`src/rtl/cpu_run_ctrl.sv`:
```
// Run controller for a test core: holds it in reset, times the run, and latches
// the tohost mailbox result. Define RUN_CTRL_INSTRET_EN to add a retired-instruction counter.
module cpu_run_ctrl #(
    parameter int          RST_CYCLES  = 4,
    parameter int          MAX_CYCLES  = 100000,
    parameter int          CNT_W       = 32,
    parameter logic [31:0] TOHOST_ADDR = 32'h0000_1000
) (
    input  logic             clk,
    input  logic             rst,
    input  logic             restart,
    input  logic             mem_we,
    input  logic [31:0]      mem_addr,
    input  logic [31:0]      mem_wdata,
`ifdef RUN_CTRL_INSTRET_EN
    input  logic             instr_retire,
    output logic [CNT_W-1:0] instret_cnt,
`endif
    output logic             cpu_rst,
    output logic [CNT_W-1:0] cycle_cnt,
    output logic             done,
    output logic             pass,
    output logic             timeout,
    output logic [30:0]      fail_code
);

    typedef enum logic [1:0] {HOLD, RUN, DONE} state_t;

    localparam logic [7:0]       HOLD_LAST = 8'(RST_CYCLES - 1);
    localparam logic [CNT_W-1:0] TMO_LAST  = CNT_W'(MAX_CYCLES - 1);

    state_t           state;
    logic [7:0]       hold_cnt;
    logic [CNT_W-1:0] cnt_nxt;
    logic             hit;

    // The cycle that ends a run is itself counted, so decisions use the incremented value.
    assign cnt_nxt = cycle_cnt + {{(CNT_W-1){1'b0}}, 1'b1};
    assign hit     = mem_we && (mem_addr == TOHOST_ADDR);

    always_ff @(posedge clk) begin
        if (!rst || restart) begin
            state     <= HOLD;
            hold_cnt  <= '0;
            cpu_rst   <= 1'b1;
            cycle_cnt <= '0;
            done      <= 1'b0;
            pass      <= 1'b0;
            timeout   <= 1'b0;
            fail_code <= '0;
`ifdef RUN_CTRL_INSTRET_EN
            instret_cnt <= '0;
`endif
        end else begin
            case (state)
                HOLD: begin
                    if (hold_cnt == HOLD_LAST) begin
                        state    <= RUN;
                        hold_cnt <= '0;
                        cpu_rst  <= 1'b0;
                    end else begin
                        hold_cnt <= hold_cnt + 8'd1;
                    end
                end
                RUN: begin
                    cycle_cnt <= cnt_nxt;
`ifdef RUN_CTRL_INSTRET_EN
                    if (instr_retire) instret_cnt <= instret_cnt + {{(CNT_W-1){1'b0}}, 1'b1};
`endif
                    // A mailbox hit outranks a timeout landing on the same cycle.
                    if (hit) begin
                        state     <= DONE;
                        cpu_rst   <= 1'b1;
                        done      <= 1'b1;
                        pass      <= (mem_wdata == 32'd1);
                        fail_code <= mem_wdata[31:1];
                    end else if (cnt_nxt == TMO_LAST) begin
                        state   <= DONE;
                        cpu_rst <= 1'b1;
                        done    <= 1'b1;
                        timeout <= 1'b1;
                    end
                end
                DONE: ;
                default: state <= HOLD;
            endcase
        end
    end

endmodule

```
`config.mk`:
```
export PLATFORM = sky130hd
export DESIGN_NAME = cpu_run_ctrl
export DESIGN_NICKNAME = d
export VERILOG_FILES = /design/src/rtl/cpu_run_ctrl.sv
export SDC_FILE = /design/constraint.sdc
export NUM_CORES = 1
export LEC_CHECK = 0
export ABC_AREA = 1
export BUFFER_PORTS_ARGS = -buffer_cell sky130_fd_sc_hd__clkbuf_2
export CAP_MARGIN = 20
export CORE_MARGIN = 2
export CORE_UTILIZATION = 30
export CTS_CLUSTER_DIAMETER = 60
export DETAILED_ROUTE_END_ITERATION = 6
export GPL_TIMING_DRIVEN = 0
export PLACE_DENSITY = 0.56
export SKIP_LAST_GASP = 1
export SLEW_MARGIN = 10
export SYNTH_ARGS = -nofsm -noshare
export SYNTH_HDL_FRONTEND = slang
export SYNTH_SLANG_ARGS = --single-unit
export TNS_END_PERCENT = 50
```
`constraint.sdc`:
```
create_clock -name clk -period 5.5 [get_ports clk]
set_input_delay 0.275 -clock clk [delete_from_list [all_inputs] [get_ports clk]]
set_output_delay 0.275 -clock clk [all_outputs]
set_load 0.01 [all_outputs]
```
==> results.json <==
{
  "core.rowCount": 43,
  "layout.nets": 888,
  "synth_top_area_share_pct": 36.35,
  "die_area_um2": 15100,
  "grt_max_degree": 15,
  "ir_worst_vdd_uv": 173.5,
  "drt_wl_total_um": 12730,
  "ys_types": 28,
  "start_kind": "flip-flop",
  "drt_iter0_markers": 389,
  "antenna_found_initial": 0,
  "syn_area_um2": 4240,
  "insertion_delay_ns": 0.35,
  "initial_core_util_pct": 30.67,
  "synth_top_cell_by_area": "dfxtp_1",
  "finalCriticalPeriod_ns": 2.231,
  "numCtsBuffers": 9,
  "final_cell_mix": "nor2_1 (136), nand2_1 (135), clkbuf_2 (134)",
  "clock_path_buffers": 2,
  "leakagePower_nw": 2.476,
  "setup_viol": 0,
  "placed_area_um2": 5136,
  "die_w_um": 122.9,
  "ios": 135,
  "first_global_vias": 4113,
  "synth-seq-cells": 77,
  "htree_num_levels": 3,
  "core_um2": 13830,
  "path_class": "reg -> reg",
  "hold_buffers": 0,
  "max_freq_ghz": 0.4482,
  "portBuffers": 134,
  "tns_ns": 0,
  "wl_per_cell_um": 12.70,
  "area_delta_synth_final_pct": 27.65,
  "layout-drive-gt1-share_pct": 21.78,
  "die_h_um": 122.9,
  "rsz0062_at_grt": "no",
  "finalNonFillerCells": 1002,
  "clkSinkCount": 77,
  "clk_pin_slew_ns": 0.06,
  "post-cts-setup-buffers": 0,
  "gp_congestion": 0.8563,
  "fin_skew_ns": 0.007138,
  "grt_usage_pct": 17.64,
  "status": "finished, final reports clean",
  "min_path_type": "in -> reg",
  "max_slew_margin_pct": 61.24,
  "drv_slew": 0,
  "grt_overflow": 0,
  "worstMarginPinSlew_ns": 0.5814,
  "dr.pass1.iters": 4,
  "cts_tree": "built",
  "fin_util_pct": 39.15,
  "cp_max_fo": 6,
  "viasPerCell": 4.562,
  "min_period_over_period_pct": 40.56,
  "place_hpwl_um": 10150,
  "final_area_um2": 5413,
  "crit_path_end_kind": "flip-flop",
  "numPlacedInstances": 986,
  "p_per_area_nw_per_um2": 217.2,
  "yosysWarnings": 0,
  "hold_viol_final": 0,
  "worst-endpoint-arrival_ns": 2.52,
  "ant_nets": 0,
  "cts_resized": 0,
  "n_antenna_cell": 0,
  "post-route-drc-count": 0,
  "yosysSeqAreaShare_pct": 36.35,
  "maxCapViolations": 0,
  "grt_pass1_wl_um": 20540,
  "syn_avg_cell_area_um2": 6.310,
  "synth_area_leaders": "dfxtp_1 (36%), nor2_1 (12%), nand2_1 (12%)",
  "cts_root_buffer": "clkbuf_16",
  "final_common_cell": "nor2_1",
  "cp.required_ns": 5.79,
  "synthCells": 672,
  "syn_nets": 743,
  "vias": 4571
}
[per-layer routing]
layer  global-route usage (%)  vias to the layer above  part of all wire [%]  routed length [um]
li1                         -                     2421                     -                   -
met1                    22.21                     1998                    46                5799
met2                    28.18                      138                    45                5733
met3                    5.673                       14                   7.3                 929
met4                    6.466                        0                   2.1                 265
met5                        0                        -                     0                   0
[cell families after synthesis]
family	Yosys count	synth area share [%]
AOI/OAI and AO/OA	97	11.83
buffers and inverters	117	10.50
xor gates and xnor gates	8	1.652
DFF	77	36.35
and+or+nand+nor	370	38.77
adders and majority gates	3	0.8853
[synth_stat cells]
| library cell | number |
|---|---|
| nor2_1 | 136 |
| nand2_1 | 135 |
| inv_1 | 96 |
| dfxtp_1 | 77 |
| o21ai_0 | 62 |
| nand3_1 | 35 |
| a21oi_1 | 27 |
| nand4_1 | 15 |
| clkbuf_1 | 14 |
| nor4_1 | 12 |
| nand2_2 | 8 |
| nor2_4 | 8 |
| xor2_1 | 8 |
| nor2_2 | 7 |
| buf_2 | 5 |
| o211ai_1 | 5 |
| nor3_1 | 4 |
| nor3b_1 | 4 |
| ha_1 | 3 |
| and2_1 | 2 |
| nand2_4 | 2 |
| a31oi_1 | 1 |
| and3_1 | 1 |
| buf_1 | 1 |
| clkinv_1 | 1 |
| nand3b_1 | 1 |
| o21ai_1 | 1 |
| o21bai_1 | 1 |
[worst max-delay path, cell delays in order (launching register included)]
cell and delay (ns):
dfxtp_1 0.44, ha_1 0.25, nand2_2 0.09, nor2_4 0.15
nand2_2 0.10, nor2_4 0.19, nand2_1 0.07, nand2_1 0.09
nand2_1 0.05, nor2_1 0.12, nand2_1 0.08, nor2_1 0.15
nand3_1 0.12, nor2_1 0.15, nor2_1 0.06, nor2_1 0.07
[metrics by stage]
step                      worst slack [ns]  power (mW)  hold WS (ns)
after floorplan                      3.620      0.5954        0.4408
after global placement               3.275      0.6314        0.4605
after detailed placement             3.227      0.6314        0.4712
after CTS                            3.212       1.196        0.1847
after global routing                 3.047       1.229        0.1965
final                                3.269       1.175        0.1982
[cell type report]
cell class,count,area [um2]
Fill cell,1548,8414
Multi-Input combinational cell,478,2253
Sequential cell,77,1541
Timing Repair Buffer,134,670.6
Inverter,97,364.1
Clock buffer,10,229.0
Tap cell,180,225.2
Buffer,20,81.33
Clock inverter,6,47.55
[final timing paths]
path,startpoint,to,slack [ns],depth (start not counted)
worst min-delay path,mem_wdata[27],fail_code[26],0.20,3
worst max-delay path,cycle_cnt[1],timeout,3.27,15
worst max register to register,cycle_cnt[1],timeout,3.27,15
worst min register to register,timeout,timeout,0.48,2
[power breakdown]
group	internal [mW]	switching, mW	total (mW)
logic	0.0263	0.0318	0.0581
registers	0.559	0.00148	0.560
clock network	0.309	0.248	0.557
[state kept, by name (all words and copies together) (netlist names)]
register / flops
fail_code: 31
cycle_cnt: 32
cpu_rst: 1
pass: 1
done: 1
hold_cnt: 8
state: 2
timeout: 1
Power figures use the tool's default switching activity.
